--- src/rtl/chunked_adder_if.sv ---
// chunked_adder_if: operand/result handshake bundle for chunked_adder.
// The master side (producer/consumer) drives operands and out_rdy; the
// slave side (the adder) drives in_rdy and the result.
// Optional: CHUNKED_ADDER_OVERFLOW_EN adds the signed-overflow flag out_ovf.
interface chunked_adder_if #(
    parameter int NBITS = 32
);
    logic             in_val;
    logic             in_rdy;
    logic [NBITS-1:0] in_a;
    logic [NBITS-1:0] in_b;
    logic             in_cin;
    logic             out_val;
    logic             out_rdy;
    logic [NBITS-1:0] out_sum;
    logic             out_cout;
`ifdef CHUNKED_ADDER_OVERFLOW_EN
    logic             out_ovf;

    modport master (
        output in_val, in_a, in_b, in_cin, out_rdy,
        input  in_rdy, out_val, out_sum, out_cout, out_ovf
    );

    modport slave (
        input  in_val, in_a, in_b, in_cin, out_rdy,
        output in_rdy, out_val, out_sum, out_cout, out_ovf
    );
`else
    modport master (
        output in_val, in_a, in_b, in_cin, out_rdy,
        input  in_rdy, out_val, out_sum, out_cout
    );

    modport slave (
        input  in_val, in_a, in_b, in_cin, out_rdy,
        output in_rdy, out_val, out_sum, out_cout
    );
`endif
endinterface

--- src/rtl/chunked_adder.sv ---
// chunked_adder: multi-cycle ripple adder that adds CBITS bits per clock.
// Operands are latched on acceptance, then NCHUNKS CALC cycles walk the
// chunks from LSB to MSB carrying between them; the result is presented in
// DONE until the consumer pops it. NBITS must be a multiple of CBITS.
// Optional: define CHUNKED_ADDER_OVERFLOW_EN to add out_ovf, the two's-
// complement overflow flag (carry into MSB xor carry out of MSB).
module chunked_adder #(
    parameter int NBITS = 32,
    parameter int CBITS = 4
) (
    input  logic          clk,
    input  logic          reset_n,
    chunked_adder_if.slave bus
);

    localparam int NCHUNKS = NBITS / CBITS;
    localparam int IDXW    = (NCHUNKS > 1) ? $clog2(NCHUNKS) : 1;
    localparam logic [IDXW-1:0] LAST_IDX = IDXW'(NCHUNKS - 1);

    typedef enum logic [1:0] {
        IDLE = 2'd0,
        CALC = 2'd1,
        DONE = 2'd2
    } state_t;

    state_t           state_reg;
    logic [NBITS-1:0] a_reg;
    logic [NBITS-1:0] b_reg;
    logic [NBITS-1:0] work_reg;      // partial sum being built during CALC
    logic [NBITS-1:0] out_sum_reg;   // last complete result, stable between results
    logic             carry_reg;
    logic             out_cout_reg;
    logic             out_val_reg;
    logic             in_rdy_reg;
    logic [IDXW-1:0]  idx_reg;
`ifdef CHUNKED_ADDER_OVERFLOW_EN
    logic             out_ovf_reg;
    logic             msb_cin;
`endif

    // Chunk views of the latched operands.
    logic [CBITS-1:0] a_chunk [NCHUNKS];
    logic [CBITS-1:0] b_chunk [NCHUNKS];

    logic [CBITS-1:0] a_sel;
    logic [CBITS-1:0] b_sel;
    logic [CBITS:0]   chunk_total;
    logic [CBITS-1:0] chunk_s;
    logic             chunk_c;
    logic [NBITS-1:0] merged_sum;    // work_reg with the current chunk replaced

    genvar gi;
    generate
        for (gi = 0; gi < NCHUNKS; gi++) begin : g_chunk
            assign a_chunk[gi] = a_reg[gi*CBITS +: CBITS];
            assign b_chunk[gi] = b_reg[gi*CBITS +: CBITS];
            assign merged_sum[gi*CBITS +: CBITS] =
                (idx_reg == IDXW'(gi)) ? chunk_s : work_reg[gi*CBITS +: CBITS];
        end
    endgenerate

    // Select the operand chunk addressed by the chunk index.
    always_comb begin
        a_sel = '0;
        b_sel = '0;
        for (int i = 0; i < NCHUNKS; i++) begin
            if (idx_reg == IDXW'(i)) begin
                a_sel = a_chunk[i];
                b_sel = b_chunk[i];
            end
        end
    end

    assign chunk_total = {1'b0, a_sel} + {1'b0, b_sel} + (CBITS+1)'(carry_reg);
    assign chunk_s     = chunk_total[CBITS-1:0];
    assign chunk_c     = chunk_total[CBITS];

`ifdef CHUNKED_ADDER_OVERFLOW_EN
    // Carry into the top bit of the chunk, recovered from its sum bit; only
    // meaningful on the last chunk where this is the MSB of the word.
    assign msb_cin = a_sel[CBITS-1] ^ b_sel[CBITS-1] ^ chunk_s[CBITS-1];
`endif

    // Control FSM and datapath registers; all outputs are registered.
    always_ff @(posedge clk or negedge reset_n) begin
        if (!reset_n) begin
            state_reg    <= IDLE;
            a_reg        <= '0;
            b_reg        <= '0;
            work_reg     <= '0;
            out_sum_reg  <= '0;
            carry_reg    <= 1'b0;
            out_cout_reg <= 1'b0;
            out_val_reg  <= 1'b0;
            in_rdy_reg   <= 1'b1;
            idx_reg      <= '0;
`ifdef CHUNKED_ADDER_OVERFLOW_EN
            out_ovf_reg  <= 1'b0;
`endif
        end else begin
            case (state_reg)
                IDLE: begin
                    if (bus.in_val) begin
                        a_reg      <= bus.in_a;
                        b_reg      <= bus.in_b;
                        carry_reg  <= bus.in_cin;
                        idx_reg    <= '0;
                        in_rdy_reg <= 1'b0;
                        state_reg  <= CALC;
                    end
                end
                CALC: begin
                    work_reg  <= merged_sum;
                    carry_reg <= chunk_c;
                    if (idx_reg == LAST_IDX) begin
                        out_sum_reg  <= merged_sum;
                        out_cout_reg <= chunk_c;
`ifdef CHUNKED_ADDER_OVERFLOW_EN
                        out_ovf_reg  <= msb_cin ^ chunk_c;
`endif
                        out_val_reg  <= 1'b1;
                        idx_reg      <= '0;
                        state_reg    <= DONE;
                    end else begin
                        idx_reg <= idx_reg + IDXW'(1);
                    end
                end
                DONE: begin
                    if (bus.out_rdy) begin
                        out_val_reg <= 1'b0;
                        in_rdy_reg  <= 1'b1;
                        state_reg   <= IDLE;
                    end
                end
                default: begin
                    out_val_reg <= 1'b0;
                    in_rdy_reg  <= 1'b1;
                    state_reg   <= IDLE;
                end
            endcase
        end
    end

    assign bus.in_rdy   = in_rdy_reg;
    assign bus.out_val  = out_val_reg;
    assign bus.out_sum  = out_sum_reg;
    assign bus.out_cout = out_cout_reg;
`ifdef CHUNKED_ADDER_OVERFLOW_EN
    assign bus.out_ovf  = out_ovf_reg;
`endif

endmodule

--- src/flat_wrapper.sv ---
// flat-port wrapper written by rule: the top's interface ports become plain ports
module chunked_adder_flat 
#(
    parameter int NBITS = 32,
    parameter int CBITS = 4
)
  (clk, reset_n, bus_in_val, bus_in_a, bus_in_b, bus_in_cin, bus_out_rdy, bus_in_rdy, bus_out_val, bus_out_sum, bus_out_cout);
  chunked_adder_if #(.NBITS(NBITS)) bus_i ();
  input  logic clk;
  input  logic reset_n;
  input wire logic [$bits(bus_i.in_val)-1:0] bus_in_val;
  input wire logic [$bits(bus_i.in_a)-1:0] bus_in_a;
  input wire logic [$bits(bus_i.in_b)-1:0] bus_in_b;
  input wire logic [$bits(bus_i.in_cin)-1:0] bus_in_cin;
  input wire logic [$bits(bus_i.out_rdy)-1:0] bus_out_rdy;
  output wire logic [$bits(bus_i.in_rdy)-1:0] bus_in_rdy;
  output wire logic [$bits(bus_i.out_val)-1:0] bus_out_val;
  output wire logic [$bits(bus_i.out_sum)-1:0] bus_out_sum;
  output wire logic [$bits(bus_i.out_cout)-1:0] bus_out_cout;
  assign bus_i.in_val = bus_in_val;
  assign bus_i.in_a = bus_in_a;
  assign bus_i.in_b = bus_in_b;
  assign bus_i.in_cin = bus_in_cin;
  assign bus_i.out_rdy = bus_out_rdy;
  assign bus_in_rdy = bus_i.in_rdy;
  assign bus_out_val = bus_i.out_val;
  assign bus_out_sum = bus_i.out_sum;
  assign bus_out_cout = bus_i.out_cout;
  chunked_adder #(.NBITS(NBITS), .CBITS(CBITS)) u_core (.clk(clk), .reset_n(reset_n), .bus(bus_i));
endmodule
--- config.mk ---
export PLATFORM = sky130hd
export DESIGN_NAME = chunked_adder_flat
export DESIGN_NICKNAME = d
export VERILOG_FILES = /design/src/rtl/chunked_adder_if.sv /design/src/rtl/chunked_adder.sv /design/src/flat_wrapper.sv
export SDC_FILE = /design/constraint.sdc
export NUM_CORES = 1
export LEC_CHECK = 0
export CORE_MARGIN = 2
export CORE_UTILIZATION = 42
export DETAILED_ROUTE_END_ITERATION = 8
export GPL_TIMING_DRIVEN = 0
export PLACE_DENSITY_LB_ADDON = 0.1
export SETUP_SLACK_MARGIN = 0.2
export SYNTH_ARGS = -nofsm -noshare
export SYNTH_HDL_FRONTEND = slang
export SYNTH_SLANG_ARGS = --single-unit
export TNS_END_PERCENT = 20
--- constraint.sdc ---
create_clock -name clk -period 3.2 [get_ports clk]
set_input_delay 0.64 -clock clk [delete_from_list [all_inputs] [get_ports clk]]
set_output_delay 0.64 -clock clk [all_outputs]
set_load 0.01 [all_outputs]
# Word-level counts from Yosys, hierarchy flattened
# Index checks and enable logic that the tools add are counted.
dict set report totals {
  ff_bits 137
  in_bits 69
  output_inout_bits 35
  elab_cells 75
}
dict set report op_classes {
  n_addsub 3
  eq_ne 12
  muxes 39
  bitwise 2
  n_reduce_logical 9
}
# operator n
set op_table {}
lappend op_table {{two-way mux 4 bit} 24}
lappend op_table {{== test 3 bit (second input constant)} 4}
lappend op_table {{AND reduction 3 bit} 3}
lappend op_table {{== test 3 x 2 -> 1 bit (second input constant)} 2}
lappend op_table {{two-way mux 2 bit} 3}
lappend op_table {{two-way mux 3 bit} 2}
lappend op_table {{case mux 1 bit (3 select lines)} 2}
lappend op_table {{case mux 2 bit (3 select lines)} 1}
lappend op_table {{case mux 3 bit (2 select lines)} 1}
lappend op_table {{AND reduction 2 bit} 3}
lappend op_table {{adder 4 x 4 -> 5 bit} 1}
lappend op_table {{adder 5 x 1 -> 5 bit} 1}
lappend op_table {{two-way mux 1 bit} 5}
lappend op_table {{inequality test 2 bit (second input constant)} 2}
lappend op_table {{adder 3 x 1 -> 3 bit (second input constant)} 1}
lappend op_table {{== test 3 x 1 -> 1 bit (second input constant)} 1}
lappend op_table {{logical NOT 3 bit} 1}
lappend op_table {{== test 2 x 1 -> 1 bit (second input constant)} 1}
lappend op_table {{== test 2 bit (second input constant)} 1}
lappend op_table {{logical NOT 2 bit} 1}
lappend op_table {{inequality test 2 x 1 -> 1 bit (second input constant)} 1}
lappend op_table {{NOT 1 bit} 2}
lappend op_table {{case mux 1 bit (2 select lines)} 1}
lappend op_table {{nonzero test 2 bit} 1}

# Longest topological paths before layout
dict set report logic_depth {
  ltp_word 12
  mapped_depth 17
}

# Worst setup path after synthesis
# OpenSTA, ideal clock, no wires.
dict set report synth_path {
  path_kind {register -> register}
  start {register u_core.idx_reg[2]}
  end {register u_core.work_reg[1]}
  arrival_ps 3197
  required_time_ps 3075
  path_slack_ps -122
  stages_incl_launch_ff 15
  period_less_slack_ps 3322
  path_cell_list {dfrtp_1 > buf_6 > inv_2 > buf_2 > ha_1 > buf_2 > buf_2 > a221oi_1 > o221ai_1 > a22o_1 > fa_1 > inv_1 > fa_1 > clkbuf_1 > mux2_4}
}
dict set report synth_between {
  elab_chain_len 12
}
# element line_no
set synth_lines {}
lappend synth_lines {{start, declared} chunked_adder.sv:35} ;# logic [IDXW-1:0] idx_reg;
lappend synth_lines {{start signal, assigned} chunked_adder.sv:125} ;# idx_reg <= idx_reg + IDXW'(1);
lappend synth_lines {{logical NOT 3 bit} {chunked_adder.sv:58, chunked_adder.sv:67}}
lappend synth_lines {{two-way mux 4 bit (8 in series)} chunked_adder.sv:67} ;# if (idx_reg == IDXW'(i)) begin
lappend synth_lines {{adder 4 x 4 -> 5 bit} chunked_adder.sv:74} ;# assign chunk_total = {1'b0, a_sel} + {1'b0, b_sel} + (CBITS+1)'(carry_reg);
lappend synth_lines {{adder 5 x 1 -> 5 bit} chunked_adder.sv:74}
lappend synth_lines {{two-way mux 4 bit *} chunked_adder.sv:58} ;# (idx_reg == IDXW'(gi)) ? chunk_s : work_reg[gi*CBITS +: CBITS];
lappend synth_lines {{end signal, assigned} chunked_adder.sv:113} ;# work_reg <= merged_sum;
lappend synth_lines {{end, declared} chunked_adder.sv:29} ;# logic [NBITS-1:0] work_reg;
# Every way passes the cells marked *; elsewhere a longest branch is shown, timed or not.
# A chain may end at the register's enable or synchronous reset.

# Final worst setup path
dict set report layout_path {
  start {register u_core.idx_reg[1]}
  end {register u_core.work_reg[5]}
}
dict set report layout_between {
  elab_chain_len 12
}
# element line_no
set layout_lines {}
lappend layout_lines {{logical NOT 3 bit} chunked_adder.sv:67}
lappend layout_lines {{two-way mux 4 bit (8 in series)} chunked_adder.sv:67}
lappend layout_lines {{adder 4 x 4 -> 5 bit} chunked_adder.sv:74}
lappend layout_lines {{adder 5 x 1 -> 5 bit} chunked_adder.sv:74}
lappend layout_lines {{two-way mux 4 bit *} chunked_adder.sv:58}
# Marked as above.

==> metrics.yaml <==
status: "completed"
drive_above_1_share_pct: 30.3
ctsHtreeMaxLevel: 4
clockRootBuffer: "clkbuf_16"
holdWs_ns: 0.103
synth-xor-area-share_pct: 0.134
grt_max_degree: 101
vias_per_cell: 5.43
synth.most_common_cell: "dfrtp_1"
die_h_um: 129
postRouteAntennaNets: 0
insertion_delay_ns: 0.43
crit_required_ns: 3.51
synthTopCellsByCount: "dfrtp_1, nand2_1, o21ai_0, mux2_2, a21oi_1"
synth_compound_area_share_pct: 13.4
finalClockSkew_ns: 0.00616
worst_pin_slew_ns: 0.510
coreArea_sq_mm: 0.0152
fin_nets: 879
max_freq_mhz: 313
grt_pass1_vias: 5500
instances_no_fill: 1000
crit_type: "flop to flop"
crit_path_max_fanout: 8
ys_warn_count: 0
timing.final.ws_setup_ns: 0.0000122
min_path_type: "input port to asynchronous set/reset pin"
synth_top_family_by_area: "simple AND/OR/NAND/NOR gates"
grt_overflow: 0
syn_avg_cell_area_sq_um: 10.1
maxCapViolations: 0
synth_adder_area_share_pct: 2.34
antenna_found_initial: 0
synth.area.top_cells: "dfrtp_1, mux2_2, nand2_1"
drv_slew: 0
row_count: 45
fp.dieW_um: 129
dp_cells: 937
io_pins: 104
path_clk_slew_ns: 0.06
ys_async_sr_fraction_pct: 100
syn_area_sq_mm: 0.00652
min_period_ns: 3.20
end_kind: "flop"
syn_inst: 645
portBuffers: 103
finalCritPeriodShare_pct: 100
routedWlPerCell_um: 17.9
pre_cts_ws_ns: -0.527
diodes: 0
synth_edf_count: 0
cts_tree: "yes"
vias: 5426
place_congestion: 0.864
max_slew_margin_pct: 66.0
drtIter0Drc: 297
start_util_pct: 42.9
rsz0062_at_grt: "true"
cts_made_buffers: 17
totalWireLength_um: 17900
crit_arrival_ns: 3.51
cp-start-kind: "flop"
muxShareOfSynthArea_pct: 12.2
cts.path.max_buffers: 2
grt_pass1_wl_um: 29000
hold_viol: 0
area_delta_synth_final_pct: 43.9
dieArea_sq_mm: 0.0165
drc: 0
synth-seq-area-share_pct: 51.0
post-dp-hpwl_um: 12400
cts_num_sinks: 133
grt_usage_pct: 23.0
yosys.area_share.simple_pct: 15.1
n_fill_cell: 1273
ys_ff_latch: 133
synth_fp_nets: 725
drt_pass1_iterations: 7
yosysTopAreaCell: "dfrtp_1"
setup_viol: 0
ys.flop_type: "dfrtp_1"
synth_top_area_share_pct: 50.6
synth_cell_type_count: 48
[final cells by class]
cell class	count	area [sq um]	area share, %
flip-flops and latches	133	3330	35.5
multi-input cells	438	3270	34.8
repair buffers	136	1340	14.3
plain buffers	53	469	5.00
clock buffers	20	467	4.97
well taps	188	235	2.51
clock inverters	12	198	2.11
inverters	20	80.1	0.853
[path summary, 6_finish.rpt]
path | from | end | slack, ns | cells past startpoint
setup / recovery | u_core.idx_reg[1] | u_core.work_reg[5] | 0.00001 | 12
hold / removal | reset_n | u_core.bus.out_sum[6] | 0.10 | 1
setup reg to reg | u_core.idx_reg[1] | u_core.work_reg[5] | 0.00001 | 12
hold reg to reg | u_core.bus.out_sum[22] | u_core.bus.out_sum[22] | 0.47 | 2
max in group asynchronous | reset_n | u_core.bus.in_rdy | 2.29 | 2
min in group clk | u_core.bus.out_sum[22] | u_core.bus.out_sum[22] | 0.47 | 2
[cells by family (layout without fill, tap and decap cells)]
kind of cell | count (synthesis) | count (layout)
AND/OR/NAND/NOR | 207 | 207
flip-flops | 133 | 133
adder cells (fa/ha/maj) | 11 | 11
AO/OA/AOI/OAI | 148 | 149
buffers and inverters | 75 | 241
XOR/XNOR | 1 | 1
multiplexers | 70 | 70
[worst max-delay path, stage by stage (launching register included)]
cell and delay [ns]:
dfrtp_2 0.45, ha_4 0.19, ha_4 0.16, buf_12 0.14
buf_8 0.13, a221oi_4 0.26, o221ai_2 0.13, a22o_1 0.22
fa_2 0.37, inv_2 0.07, fa_2 0.52, buf_8 0.18
mux2_4 0.26
[metrics by stage]
step	cell area, sq um	util (%)	TNS (ns)
2_1_floorplan	6600	-	0
4_1_cts	9250	60.8	-0.256
5_1_grt	9390	61.7	-0.613
3_3_place_gp	7870	51.7	-504.32
3_5_place_dp	7890	51.9	-14.11
6_report	9390	61.7	0
[what timing repair did]
action | in CTS | in global routing
endpoints found under the hold margin | 0 | 0
gates cloned | 2 | 0
setup endpoints to repair | 56 | 49
gates resized for setup | 111 | 29
pin swaps | 38 | 15
setup buffers | 26 | 5
hold buffers | 0 | 0
[cells in the final DEF (no fill, tap or decap), types with 16 or more instances in the layout]
master	count
dfrtp_1	130
clkdlybuf4s50_1	102
nand2_1	98
o21ai_0	59
mux2_2	58
buf_4	34
nor2_1	29
a21oi_1	29
clkbuf_16	18
inv_1	16
[routing by layer]
layer  up-vias  GRT usage, %  wire length [um]
li1       2544             -                 -
met1      2683          28.7              7740
met2       162          38.2              8750
met3        37          4.91               803
met4         0          11.1               610
met5         -             0                 0
Power is left out: the tool's default activity adds up to more than one toggle a clock period on the data nets, which glitch-free logic cannot reach.
